$ cat src/rtl/hawkes_thinning_step.sv
// Discrete-time Hawkes event generator using thinning against a uniform byte.
// Each accepted random value is one simulation step: an event fires when the
// value falls below the current intensity, then the intensity decays toward
// its baseline and jumps by alpha on an event. Counts events over a run.
module hawkes_thinning_step #(
    parameter int RND_W = 8,
    parameter int LAM_W = 16,
    parameter int CNT_W = 16
) (
    input  logic             clk,
    input  logic             rst_n,
    input  logic             start_i,
    input  logic [LAM_W-1:0] mu_i,
    input  logic [LAM_W-1:0] alpha_i,
    input  logic [3:0]       decay_shift_i,
    input  logic [CNT_W-1:0] n_steps_i,
    input  logic [RND_W-1:0] rnd_i,
    input  logic             rnd_valid_i,
    output logic             rnd_ready_o,
    output logic             busy_o,
    output logic             done_o,
    output logic             event_o,
    output logic [CNT_W-1:0] event_count_o,
    output logic [LAM_W-1:0] lambda_o
);

    typedef enum logic [1:0] {
        IDLE = 2'd0,
        RUN  = 2'd1,
        FIN  = 2'd2
    } state_e;

    state_e           state_q, state_d;
    logic [LAM_W-1:0] mu_q, mu_d;
    logic [LAM_W-1:0] alpha_q, alpha_d;
    logic [3:0]       shift_q, shift_d;
    logic [CNT_W-1:0] nsteps_q, nsteps_d;
    logic [CNT_W-1:0] step_q, step_d;
    logic [LAM_W-1:0] lambda_q, lambda_d;
    logic [CNT_W-1:0] count_q, count_d;
    logic             event_q, event_d;

    logic             accept;
    logic             fire;
    logic [LAM_W-1:0] excess;
    logic [LAM_W-1:0] excessDecayed;
    logic [LAM_W:0]   lambdaSum;
    logic [LAM_W-1:0] lambdaSat;

    // Step datapath: thinning compare, excess decay and one-bit-wide sum for saturation.
    // Mu plus decayed excess never exceeds lambda, so adding alpha cannot overflow LAM_W+1 bits.
    assign accept        = (state_q == RUN) && rnd_valid_i;
    assign fire          = LAM_W'(rnd_i) < lambda_q;
    assign excess        = lambda_q - mu_q;
    assign excessDecayed = excess - (excess >> shift_q);
    assign lambdaSum     = {1'b0, mu_q} + {1'b0, excessDecayed}
                         + (fire ? {1'b0, alpha_q} : {(LAM_W+1){1'b0}});
    assign lambdaSat     = lambdaSum[LAM_W] ? {LAM_W{1'b1}} : lambdaSum[LAM_W-1:0];

    // Next-state logic: config latch on start, step update on accept, one FIN cycle for done.
    always_comb begin
        state_d  = state_q;
        mu_d     = mu_q;
        alpha_d  = alpha_q;
        shift_d  = shift_q;
        nsteps_d = nsteps_q;
        step_d   = step_q;
        lambda_d = lambda_q;
        count_d  = count_q;
        event_d  = 1'b0;
        case (state_q)
            IDLE: begin
                if (start_i) begin
                    mu_d     = mu_i;
                    alpha_d  = alpha_i;
                    shift_d  = decay_shift_i;
                    nsteps_d = n_steps_i;
                    step_d   = '0;
                    lambda_d = mu_i;
                    count_d  = '0;
                    state_d  = (n_steps_i == '0) ? FIN : RUN;
                end
            end
            RUN: begin
                if (accept) begin
                    lambda_d = lambdaSat;
                    event_d  = fire;
                    if (fire && (count_q != {CNT_W{1'b1}})) begin
                        count_d = count_q + CNT_W'(1);
                    end
                    if (step_q == nsteps_q - CNT_W'(1)) begin
                        state_d = FIN;
                    end else begin
                        step_d = step_q + CNT_W'(1);
                    end
                end
            end
            FIN: begin
                state_d = IDLE;
            end
            default: begin
                state_d = IDLE;
            end
        endcase
    end

    // State and datapath registers; reset aborts any run and clears everything.
    always_ff @(posedge clk or negedge rst_n) begin
        if (!rst_n) begin
            state_q  <= IDLE;
            mu_q     <= '0;
            alpha_q  <= '0;
            shift_q  <= '0;
            nsteps_q <= '0;
            step_q   <= '0;
            lambda_q <= '0;
            count_q  <= '0;
            event_q  <= 1'b0;
        end else begin
            state_q  <= state_d;
            mu_q     <= mu_d;
            alpha_q  <= alpha_d;
            shift_q  <= shift_d;
            nsteps_q <= nsteps_d;
            step_q   <= step_d;
            lambda_q <= lambda_d;
            count_q  <= count_d;
            event_q  <= event_d;
        end
    end

    // Outputs decode directly from registered state so reset clears them without a clock.
    assign rnd_ready_o   = (state_q == RUN);
    assign busy_o        = (state_q == RUN);
    assign done_o        = (state_q == FIN);
    assign event_o       = event_q;
    assign event_count_o = count_q;
    assign lambda_o      = lambda_q;

endmodule

$ cat config.mk
export PLATFORM = sky130hd
export DESIGN_NAME = hawkes_thinning_step
export DESIGN_NICKNAME = d
export VERILOG_FILES = /design/src/rtl/hawkes_thinning_step.sv
export SDC_FILE = /design/constraint.sdc
export NUM_CORES = 1
export LEC_CHECK = 0
export CELL_PAD_IN_SITES_DETAIL_PLACEMENT = 0
export CELL_PAD_IN_SITES_GLOBAL_PLACEMENT = 1
export CORE_MARGIN = 4
export CORE_UTILIZATION = 43
export CTS_CLUSTER_DIAMETER = 30
export DETAILED_ROUTE_END_ITERATION = 6
export PLACE_DENSITY = 0.87
export REMOVE_ABC_BUFFERS = 1
export SLEW_MARGIN = 20
export SYNTH_ARGS = -nofsm -noshare
export SYNTH_HDL_FRONTEND = slang
export SYNTH_SLANG_ARGS = --single-unit
$ cat constraint.sdc
create_clock -name clk -period 8.1 [get_ports clk]
set_clock_uncertainty 0.15 [all_clocks]
set_input_delay 1.62 -clock clk [delete_from_list [all_inputs] [get_ports clk]]
set_output_delay 1.62 -clock clk [all_outputs]
set_load 0.02 [all_outputs]
== Yosys cells after proc, flatten, opt, wreduce, memory -nomap -nowiden ==
Index checks and enable logic that the tools add are counted.
Widths: inputs -> output; s select.
Operators by class
  $add $sub $neg: 7
  multipliers: 0
  div/mod/pow operators: 0
  magnitude comparators: 1
  equality and inequality tests: 9
  shift operators: 1
  multiplexer cells: 19
  bitwise logic cells: 0
  reductions and logical operators: 10
Operators by type and width (count)
  $mux 16: 9
  $pmux 16 s2: 3
  $add 16x1->16 const B: 2
  $sub 16x16->16: 2
  $add 16x16->17: 1
  $add 17x16->17: 1
  $eq 16x16->1: 1
  $logic_not 16->1: 1
  $lt 8x16->1: 1
  $ne 16x16->1 const B: 1
  $shr 16x4->16: 1
  $sub 16x1->16 const B: 1
  $mux 2: 4
  $reduce_and 4->1: 2
  $ne 2x1->1 const B: 3
  $reduce_and 3->1: 2
  $ne 2x2->1 const B: 2
  $pmux 2 s2: 1
  $eq 2x1->1 const B: 1
  $eq 2x2->1 const B: 1
  $logic_and 1x1->1: 2
  $logic_not 2->1: 1
  $mux 1: 2
  $reduce_and 2->1: 1
  $reduce_bool 2->1: 1
Storage, ports and cells
  flip-flop bits (word level): 103
  bits in latches: 0
  bits in writable memories: 0
  memory bits (read-only): 0
  input bits: 64
  output and inout bits: 36
  logic and storage cells: 56
  memories kept: 0

== Depth between registers and ports, before layout ==
Gate-level depths: netlist of the first run.
  word-level depth: 8
  mapped depth: 33
  gate-level depth less buffers: 32

== Worst setup path before layout of the first run ==
Ideal clock, no wire load.
  kind: reg2reg
  start point: register lambda_q[7] (netlist: lambda_o[7])
  end point: register lambda_q[10] (netlist: lambda_o[10])
  setup time: 137 ps
  data arrival time: 6726 ps
  data required time: 7813 ps
  setup slack: 1087 ps
  cell stages (with the launch flop): 33
  path buffers: 2
  clock period less this slack: 7013 ps
  cells stage by stage: dfrtp_1 -> ha_1 -> clkbuf_1 -> a2111oi_0 -> or3_1 -> a21oi_1 -> o41ai_1 -> xnor2_1 -> a21oi_1 -> a211oi_1 -> o31a_1 -> ha_1 -> inv_1 -> fa_1 -> a21o_1 -> a21o_1 -> a21oi_1 -> o21ai_0 -> nand2b_1 -> nand2_1 -> xnor2_1 -> fa_1 -> inv_1 -> ha_1 -> nand2_1 -> o21ai_0 -> a2111oi_0 -> o31ai_1 -> a31oi_1 -> xor2_1 -> nor2_1 -> clkbuf_1 -> a21oi_1
On the way
  word-level cells in the longest chain between the ends: 8
  elaborated cells on any way between the ends: 10
  classes of those cells: 4 x add/sub; 1 x order compare; 1 x shift; 4 x mux
RTL lines
  from (decl): RTL line 39  | logic [LAM_W-1:0] lambda_q, lambda_d;
  from (signal assigned): RTL line 126  | lambda_q <= lambda_d;
  $sub 16x16->16: RTL line 54  | assign excess = lambda_q - mu_q;
  $shr 16x4->16: RTL line 55  | assign excessDecayed = excess - (excess >> shift_q);
  $sub 16x16->16: RTL line 55
  $add 16x16->17: RTL line 56  | assign lambdaSum = {1'b0, mu_q} + {1'b0, excessDecayed}
  $add 17x16->17 *: RTL line 57  | + (fire ? {1'b0, alpha_q} : {(LAM_W+1){1'b0}});
  $mux 16 *: RTL line 58  | assign lambdaSat = lambdaSum[LAM_W] ? {LAM_W{1'b1}} : lambdaSum[LAM_W-1:0];
  $mux 16 *: RTL line 85  | if (accept) begin
  $pmux 16 s2 *: RTL line 71  | case (state_q)
Mark *: on every way between the ends. The rest lies on a longest branch, timed or not. The select of a mux whose other input is x is not followed.
A chain may end at the register's enable or synchronous reset.

== Worst setup path in the final report of the first run ==
  start point: register mu_q[7]
  end point: register lambda_q[1] (netlist: lambda_o[1])
On the way
  word-level cells in the longest chain between the ends: 8
RTL lines
  from (decl): RTL line 34  | logic [LAM_W-1:0] mu_q, mu_d;
  from (signal assigned): RTL line 121  | mu_q <= mu_d;
  $sub 16x16->16: RTL line 54
  $shr 16x4->16: RTL line 55
  $sub 16x16->16: RTL line 55
  $add 16x16->17 *: RTL line 56
  $add 17x16->17 *: RTL line 57
  $mux 16 *: RTL line 58
  $mux 16 *: RTL line 85
  $pmux 16 s2 *: RTL line 71
Marked as above.

==> reports/qor.csv, run 1 <==
metric,value,unit
RSZ-0062 raised after global routing,no,
first-pass GRT wire length,41.1,mm
share of synthesized flip-flops with an asynchronous set or reset,100,%
Layout area overhead,16.3,%
crit-path most repeated cell,a21oi_1,
Final ANT Viol Nets,0,
Non-Filler Instances,1425,
vias in the first global route,7735,
# rows,52,
largest net degree at the start of global routing,71,
Die Span Y,151,µm
post-cts hold buffer count,0,
Clock Sinks,103,
Placer Congestion,0.904,
ys flop type,dfrtp_1,
Worst Hold Class,flip-flop to flip-flop,
max incr delay on CP,0.51,ns
die area,0.0228,mm²
Clock H-tree levels,3,
slowest CP cell,fa_1,
register area share after synthesis,29.3,%
Final Cycle Share,91.7,%
CTS tree,done,
CTS Root Cell,clkbuf_16,
"commonest non-fill, non-tap cell in the layout",nand2_1,
Worst slew margin,25.8,%
DR iter-0 viols,512,
Post-CTS Setup Repair Bufs,0,
die width,151,µm
post-place setup slack,0.507,ns
clk buf depth,2,
drt pass-1 iters,6,
layout cells sized above 1,4.07,%
total grt overflow,0,
Ant. Diodes,0,
Core ar.,0.0202,mm²
syn_area_per_cell,8.10,µm²
critical path peak fanout,16,
DR WL/cell,17.8,µm
Least-Margin Pin Slew,1.10,ns
Tmin final,7.43,ns
initial core utilization,43.7,%
maximum capacitance violations,0,
CP Capture Type,flip-flop,
Post-Place Cells,1409,
Avg Vias per Cell,5.66,
Synth Register Bits,103,
total wire length,25.3,mm
"commonest non-fill, non-tap cells in the layout","nand2_1, dfrtp_1, clkdlybuf4s50_1",
Worst-path clk slew,0.08,ns
Post-Syn Area,0.00881,mm²
Layout Nets,1289,
status,"finished, final reports clean",
total I/O pin count,100,
antenna violations before repair,0,
# port buffers,99,
Detail Placement HPWL,18.6,mm
WS Path Type,flip-flop to flip-flop,
"Clk Latency, worst-skew pair",0.36,ns
number of synthesized flops with an enable pin,0,
CTS Buf Count,9,
Final Max Slew Viols,0,
critical path arrival,7.52,ns
Final Hold Viols,0,
Ys Warns,0,
Yosys cell types,73,
# setup viols final,0,
DRC,0,
GRT Total Usage,22.6,%
Startpoint Class,flip-flop,
CP required,8.19,ns
via count,8064,
fmax,135,MHz
setup ws final,0.672,ns
cells after synthesis,1087,
final setup TNS,0,ns
final cells by class:
type | count | area (µm²)
repair buffers | 105 | 1030
well taps | 270 | 338
inverters | 69 | 259
clock buffers | 10 | 229
clock inverters | 6 | 67.6
fillers | 1960 | 9920
multi-input cells | 862 | 5740
flip-flops and latches | 103 | 2580
flip-flops by register name (all words and copies together) (netlist names):
signal,cells
shift_q,4
nsteps_q,16
lambda_o,16
step_q,16
event_o,1
state_q,2
alpha_q,16
event_count_o,16
mu_q,16
cells in the mapped netlist (19+ instances only):
cell,number,share of area [%]
dfrtp_1,103,29
clkbuf_1,40,1.7
nand2_1,184,7.8
o21ai_0,72,4.1
nor3_1,22,1.3
or3_1,28,2.0
a21oi_1,58,3.3
xor2_1,36,3.6
a21o_1,19,1.6
ha_1,56,8.0
nor2_1,72,3.1
fa_1,19,4.3
inv_1,67,2.9
nand3_1,22,1.3
xnor2_1,34,3.4
cells by family (layout without fill, tap and decap cells):
group	after synthesis	after routing	synth area share [%]
AOI/OAI and AO/OA	254	254	18.6
xor gates and xnor gates	70	70	6.96
adders and majority gates	75	75	12.3
buffers and inverters	122	190	5.80
DFF	103	103	29.3
muxes	19	19	2.76
and+or+nand+nor	444	444	24.4
through the flow:
stage          hold WS [ns]  area (µm²)  util, %
6_report              0.330       10200     50.8
5_1_grt               0.341       10200     50.8
3_3_place_gp          0.310        9930     49.3
3_5_place_dp          0.312        9930     49.3
2_1_floorplan         0.287        8560        -
4_1_cts               0.331       10200     50.7
routing by layer:
| metal | part of all wire (%) | GRT usage [%] | vias up | wire length, µm |
|---|---|---|---|---|
| met5 | 0 | 0 | - | 0 |
| met4 | 2.3 | 7.71 | 0 | 594 |
| met3 | 4.6 | 2.96 | 35 | 1170 |
| met2 | 44 | 33.8 | 206 | 11100 |
| met1 | 49 | 33.7 | 3852 | 12500 |
| li1 | - | - | 3971 | - |
repair_timing:
action | 4_1_cts | 5_1_grt
gates resized for setup | 0 | 5
hold endpoints to repair | 0 | 0
endpoints found under the setup margin | 0 | 16
path summary, 6_finish.rpt:
check,slack [ns],depth (start not counted),end,from
hold / removal,0.33,2,alpha_q[9]$_DFFE_PN0P_,alpha_q[9]$_DFFE_PN0P_
hold reg to reg,0.33,2,alpha_q[9]$_DFFE_PN0P_,alpha_q[9]$_DFFE_PN0P_
min in group asynchronous,1.16,1,mu_q[13]$_DFFE_PN0P_,rst_n
setup / recovery,0.67,32,lambda_o[1]$_DFFE_PN0P_,mu_q[7]$_DFFE_PN0P_
setup reg to reg,0.67,32,lambda_o[1]$_DFFE_PN0P_,mu_q[7]$_DFFE_PN0P_
max in group asynchronous,5.46,2,lambda_o[0]$_DFFE_PN0P_,rst_n
critical path: cells and delay by family, from the launching register on:
kind                       cells  cell delay [ns]
and+or+nand+nor                5             0.73
adders and majority gates      5             1.88
buffers and inverters          4             0.43
xor gates and xnor gates       3             0.54
AOI/OAI and AO/OA             15             3.23
DFF                            1             0.32
Power of run 1 is not shown: default switching activity piles up to over one toggle a cycle in this logic, so the estimate is an artifact.
==> inputs of run 2 (changes only) <==
CORE_UTILIZATION = 39   (was 43)
PLACE_DENSITY = unset   (was 0.87)
PLACE_DENSITY_LB_ADDON = 0.1   (was unset)
clock period = 6.8 ns   (was 8.1 ns; I/O delays follow)
==> run 2 against run 1 <==
Against the previous run: the run now ends with negative setup slack left; cell count up 12%; non-clock buffer count rose by 164; final area up 18%; flip-flop and latch count unchanged; core utilization up 4.2 points; via count rose by 7.4%; hold slack got worse by 0.0022 ns; clock-buffer cell count is 1 lower; register-to-register slack got worse by 0.70 ns; global-route usage about the same; routed wire length grew 13%; critical endpoint is now lambda_o[10]$_DFFE_PN0P_.
==> reports/qor.csv, run 2 (synthesized netlist as in run 1, its figures left out) <==
metric,value,unit,change
Die Span Y,158,µm,was 151 µm
"Clk Latency, worst-skew pair",0.37,ns,was 0.36 ns
Final Max Slew Viols,0,,unchanged
first-pass GRT wire length,44.9,mm,was 41.1 mm
Post-Place Cells,1566,,was 1409
die width,158,µm,was 151 µm
Detail Placement HPWL,21.1,mm,was 18.6 mm
Final Hold Viols,0,,unchanged
critical path arrival,6.97,ns,was 7.52 ns
final setup TNS,-0.173,ns,was 0 ns
Final Cycle Share,100,%,was 91.7%
"commonest non-fill, non-tap cells in the layout","nand2_1, buf_4, dfrtp_1",,"was nand2_1, dfrtp_1, clkdlybuf4s50_1"
Placer Congestion,0.878,,was 0.904
Worst Hold Class,flip-flop to flip-flop,,unchanged
# port buffers,99,,unchanged
via count,8663,,was 8064
Final ANT Viol Nets,0,,unchanged
CTS tree,done,,unchanged
DR WL/cell,17.9,µm,was 17.8 µm
drt pass-1 iters,5,,was 6
Non-Filler Instances,1599,,was 1425
Clock Sinks,103,,unchanged
CP Capture Type,flip-flop,,unchanged
CTS Root Cell,clkbuf_16,,unchanged
total I/O pin count,100,,unchanged
failing checks,negative setup slack,,
max incr delay on CP,0.52,ns,was 0.51 ns
"commonest non-fill, non-tap cell in the layout",nand2_1,,unchanged
Tmin final,6.83,ns,was 7.43 ns
area occupied by registers,0.00258,mm²,unchanged
post-cts hold buffer count,0,,unchanged
Avg Vias per Cell,5.42,,was 5.66
GR Util met2,34.5,%,was 33.8%
slowest CP cell,fa_1,,unchanged
status,"complete, but fails checks",,"was finished, final reports clean"
die area,0.0251,mm²,was 0.0228 mm²
RSZ-0062 raised after global routing,yes,,was no
Ant. Diodes,0,,unchanged
Multi-input gate area,0.00633,mm²,was 0.00574 mm²
total grt overflow,0,,unchanged
crit-path most repeated cell,buf_4,,was a21oi_1
global-route track usage on met1,33.4,%,was 33.7%
Worst slew margin,31.5,%,was 25.8%
GR peak layer,met2,,unchanged
Core ar.,0.0220,mm²,was 0.0202 mm²
post-place setup slack,-0.368,ns,was 0.507 ns
DR iter-0 viols,460,,was 512
initial core utilization,40.0,%,was 43.7%
Startpoint Class,flip-flop,,unchanged
fmax,147,MHz,was 135 MHz
maximum capacitance violations,0,,unchanged
WS Path Type,flip-flop to flip-flop,,unchanged
layout cells sized above 1,22.7,%,was 4.07%
Clock H-tree levels,3,,unchanged
setup ws final,-0.0251,ns,was 0.672 ns
largest net degree at the start of global routing,58,,was 71
Least-Margin Pin Slew,1.02,ns,was 1.10 ns
global-route met3 utilization,3.89,%,was 2.96%
GRT Total Usage,22.6,%,about the same
antenna violations before repair,0,,unchanged
# fillers,2160,,was 1960
# rows,54,,was 52
CP required,6.95,ns,was 8.19 ns
Layout area overhead,37.4,%,was 16.3%
Layout Nets,1453,,was 1289
total wire length,28.6,mm,was 25.3 mm
DRC,0,,unchanged
CTS Buf Count,9,,unchanged
clk buf depth,2,,unchanged
critical path peak fanout,8,,was 16
vias in the first global route,8347,,was 7735
Worst-path clk slew,0.09,ns,was 0.08 ns
# setup viols final,10,,was 0
final hold slack,0.328,ns,was 0.330 ns
run 2: metal layers:
metal | vias to the layer above | part of all wire, %
met5 | - | 0
met4 | 0 | 1.4
met3 | 27 | 5.1
met2 | 222 | 44
met1 | 4121 | 49
li1 | 4293 | -
run 2: repair_timing:
| item | CTS | global route |
|---|---|---|
| pin swaps | 26 | 36 |
| setup endpoints to repair | 16 | 16 |
| gates cloned | 1 | 0 |
| setup buffers | 8 | 8 |
| gates resized for setup | 42 | 79 |
run 2: final timing paths:
| path | start | endpoint | slack, ns | depth (start not counted) |
|---|---|---|---|---|
| worst max-delay path | lambda_o[0]$_DFFE_PN0P_ | lambda_o[10]$_DFFE_PN0P_ | -0.03 | 33 |
| worst min-delay path | alpha_q[8]$_DFFE_PN0P_ | alpha_q[8]$_DFFE_PN0P_ | 0.33 | 2 |
| worst max register to register | lambda_o[0]$_DFFE_PN0P_ | lambda_o[10]$_DFFE_PN0P_ | -0.03 | 33 |
| worst min register to register | alpha_q[8]$_DFFE_PN0P_ | alpha_q[8]$_DFFE_PN0P_ | 0.33 | 2 |
| max in group asynchronous | rst_n | mu_q[5]$_DFFE_PN0P_ | 4.39 | 2 |
| min in group asynchronous | rst_n | mu_q[12]$_DFFE_PN0P_ | 0.89 | 1 |
run 2: layout make-up:
class	instances	share of cell area, %
multi-input combinational	862	52.3
sequential	103	21.3
timing repair buffer	269	19.0
tap	280	2.89
inverter	69	2.14
clock buffer	9	1.86
clock inverter	7	0.599
run 2: worst max-delay path, delay by kind of cell (launching register included):
family	cells	cell delay (ns)
AOI/OAI and AO/OA	11	2.01
xor gates and xnor gates	2	0.43
adders and majority gates	5	1.56
buffers and inverters	9	1.22
DFF	1	0.39
muxes	2	0.37
and+or+nand+nor	4	0.60
run 2: stage by stage:
step                cell area (µm²)  utilization, %
floorplan                      8560               -
global placement              11100            50.2
detailed placement            11100            50.2
CTS                           11600            52.8
global route                  12100            55.0
finish                        12100            55.0
Power of run 2 is left out for the same reason.
==> inputs of run 3 (changes only) <==
ABC_CLOCK_PERIOD_IN_PS = 6350   (was unset)
CORE_UTILIZATION = 43   (was 39)
GPL_TIMING_DRIVEN = 0   (was unset)
clock period = 6.35 ns   (was 6.8 ns; I/O delays follow)
==> run 3 against run 2 <==
Against the previous run: largest cell class unchanged; the flow still finishes with violations (negative setup slack); critical endpoint is now lambda_o[1]$_DFFE_PN0P_; worst setup slack lost 0.32 ns; non-clock buffer count shrank 124; register-to-register slack lost 0.32 ns; routed wire length shrank 10%; global-route usage shrank 0.060 points; flip-flop and latch count is the same; maximum frequency grew 1.9%; clock-buffer cell count is the same.
==> reports/qor.csv, run 3 (synthesized netlist as in run 1, its figures left out) <==
metric,value,unit,change
total wire length,25.6,mm,was 28.6 mm
CTS Root Cell,clkbuf_16,,unchanged
Setup crit start,lambda_o[0]$_DFFE_PN0P_,,unchanged
# port buffers,99,,unchanged
vias in the first global route,7779,,was 8347
Clock H-tree levels,3,,unchanged
GR peak layer,met2,,unchanged
Worst-path clk slew,0.08,ns,was 0.09 ns
die area,0.0228,mm²,was 0.0251 mm²
RSZ-0062 raised after global routing,yes,,unchanged
layout cells sized above 1,17.4,%,was 22.7%
Worst Hold Class,flip-flop to flip-flop,,unchanged
global-route met3 utilization,3.11,%,was 3.89%
total grt overflow,0,,unchanged
DR iter-0 viols,436,,was 460
CP Capture Type,flip-flop,,unchanged
Final Max Slew Viols,0,,unchanged
flop-to-flop setup slack,-0.35,ns,was -0.03 ns
failing checks,negative setup slack,,unchanged
Ant. Diodes,0,,unchanged
CP required,6.49,ns,was 6.95 ns
Least-Margin Pin Slew,0.989,ns,was 1.02 ns
Worst slew margin,33.6,%,was 31.5%
"Clk Latency, worst-skew pair",0.36,ns,was 0.37 ns
first-pass GRT wire length,40.8,mm,was 44.9 mm
post-cts hold buffer count,0,,unchanged
Tmin final,6.70,ns,was 6.83 ns
Clock Sinks,103,,unchanged
Hold Path End,alpha_q[13]$_DFFE_PN0P_,,was alpha_q[8]$_DFFE_PN0P_
# rows,52,,was 54
global-route track usage on met1,31.2,%,was 33.4%
Avg Vias per Cell,5.59,,was 5.42
antenna violations before repair,0,,unchanged
CTS tree,done,,unchanged
Detail Placement HPWL,18.6,mm,was 21.1 mm
initial core utilization,43.7,%,was 40.0%
# fillers,1932,,was 2160
# setup viols final,16,,was 10
cells on worst reg2reg path,32,,was 33
r2r startpoint,lambda_o[0]$_DFFE_PN0P_,,unchanged
CTS Buf Count,9,,unchanged
Final Cell Area,0.0114,mm²,was 0.0121 mm²
largest net degree at the start of global routing,71,,was 58
"commonest non-fill, non-tap cells in the layout","nand2_1, clkdlybuf4s50_1, dfrtp_1",,"was nand2_1, buf_4, dfrtp_1"
Die Span Y,151,µm,was 158 µm
status,"complete, but fails checks",,unchanged
Final Hold Viols,0,,unchanged
setup ws final,-0.346,ns,was -0.0251 ns
clk buf depth,2,,unchanged
GR Util met2,37.6,%,was 34.5%
die width,151,µm,was 158 µm
maximum capacitance violations,0,,unchanged
Placer Congestion,0.932,,was 0.878
GRT Total Usage,22.5,%,was 22.6%
post-place setup slack,-1.99,ns,was -0.368 ns
slowest CP cell,mux4_2,,was fa_1
Layout area overhead,29.3,%,was 37.4%
placed cell areas,0.0100,mm²,was 0.0111 mm²
total I/O pin count,100,,unchanged
max incr delay on CP,0.47,ns,was 0.52 ns
Final Cycle Share,105,%,was 100%
Layout Nets,1329,,was 1453
"commonest non-fill, non-tap cell in the layout",nand2_1,,unchanged
fmax,149,MHz,was 147 MHz
critical path peak fanout,10,,was 8
hold_sp,alpha_q[13]$_DFFE_PN0P_,,was alpha_q[8]$_DFFE_PN0P_
Startpoint Class,flip-flop,,unchanged
critical path arrival,6.84,ns,was 6.97 ns
drt pass-1 iters,5,,unchanged
via count,8194,,was 8663
DRC,0,,unchanged
DR WL/cell,17.5,µm,was 17.9 µm
Hold Crit Depth,2,,unchanged
Final ANT Viol Nets,0,,unchanged
WS Path Type,flip-flop to flip-flop,,unchanged
reg2reg end,lambda_o[1]$_DFFE_PN0P_,,was lambda_o[10]$_DFFE_PN0P_
Core ar.,0.0202,mm²,was 0.0220 mm²
-- run 3: cell types whose count changed in the layout (fill, tap and decap cells not counted), moves of 4 or more --
| cell | before | now |
|---|---|---|
| buf_4 | 169 | 41 |
| inv_1 | 64 | 55 |
| ha_4 | 10 | 18 |
| dfrtp_1 | 103 | 97 |
| inv_2 | 4 | 13 |
| dfrtp_2 | 0 | 6 |
| xnor2_1 | 31 | 27 |
| ha_1 | 45 | 34 |
-- run 3: per-layer routing --
metal / vias to the layer above / part of all wire [%] / wire length, µm
met5: - / 0 / 0
met2: 147 / 49 / 12500
met3: 31 / 3.9 / 988
li1: 4067 / - / -
met1: 3949 / 46 / 11700
met4: 0 / 1.5 / 395
-- run 3: stage by stage --
step | hold slack (ns) | std cells | TNS, ns | util (%)
2_1_floorplan | 0.287 | 1034 | -10.62 | -
3_3_place_gp | 0.309 | 1403 | -87.77 | 49.0
3_5_place_dp | 0.313 | 1407 | -30.66 | 49.6
4_1_cts | 0.331 | 1449 | -5.11 | 54.4
5_1_grt | 0.347 | 1465 | -10.53 | 56.4
6_report | 0.325 | 1465 | -5.13 | 56.4
-- run 3: area by class of cell --
class,instances,area (µm²),area share (%)
Inverter,69,259,2.28
Sequential cell,103,2580,22.7
Multi-Input combinational cell,862,6480,57.0
Clock inverter,7,77.6,0.681
Timing Repair Buffer,145,1410,12.4
Tap cell,270,338,2.97
Clock buffer,9,225,1.98
-- run 3: worst max-delay path: cells and delay by family, from the launching register on --
family | cells | cell delay (ns)
xor+xnor | 3 | 0.55
simple gates | 6 | 0.90
buf+inv | 4 | 0.47
fa+ha+maj | 5 | 1.40
compound gates | 13 | 2.27
mux | 1 | 0.47
flops | 1 | 0.38
-- run 3: how the worst max path moves through the flow --
stage | slack (ns) | end
after floorplan | -0.67 | lambda_o[0]$_DFFE_PN0P_
after global placement | -2.77 | lambda_o[1]$_DFFE_PN0P_
after detailed placement | -1.99 | lambda_o[1]$_DFFE_PN0P_
after CTS | -0.34 | lambda_o[0]$_DFFE_PN0P_
after global routing | -0.68 | lambda_o[5]$_DFFE_PN0P_
final | -0.35 | lambda_o[1]$_DFFE_PN0P_
-- run 3: timing repair --
item	4_1_cts	5_1_grt
setup endpoints to repair	16	16
buffers inserted	26	16
pin swaps	31	40
gates resized for setup	111	56
Power of run 3 is left out for the same reason.
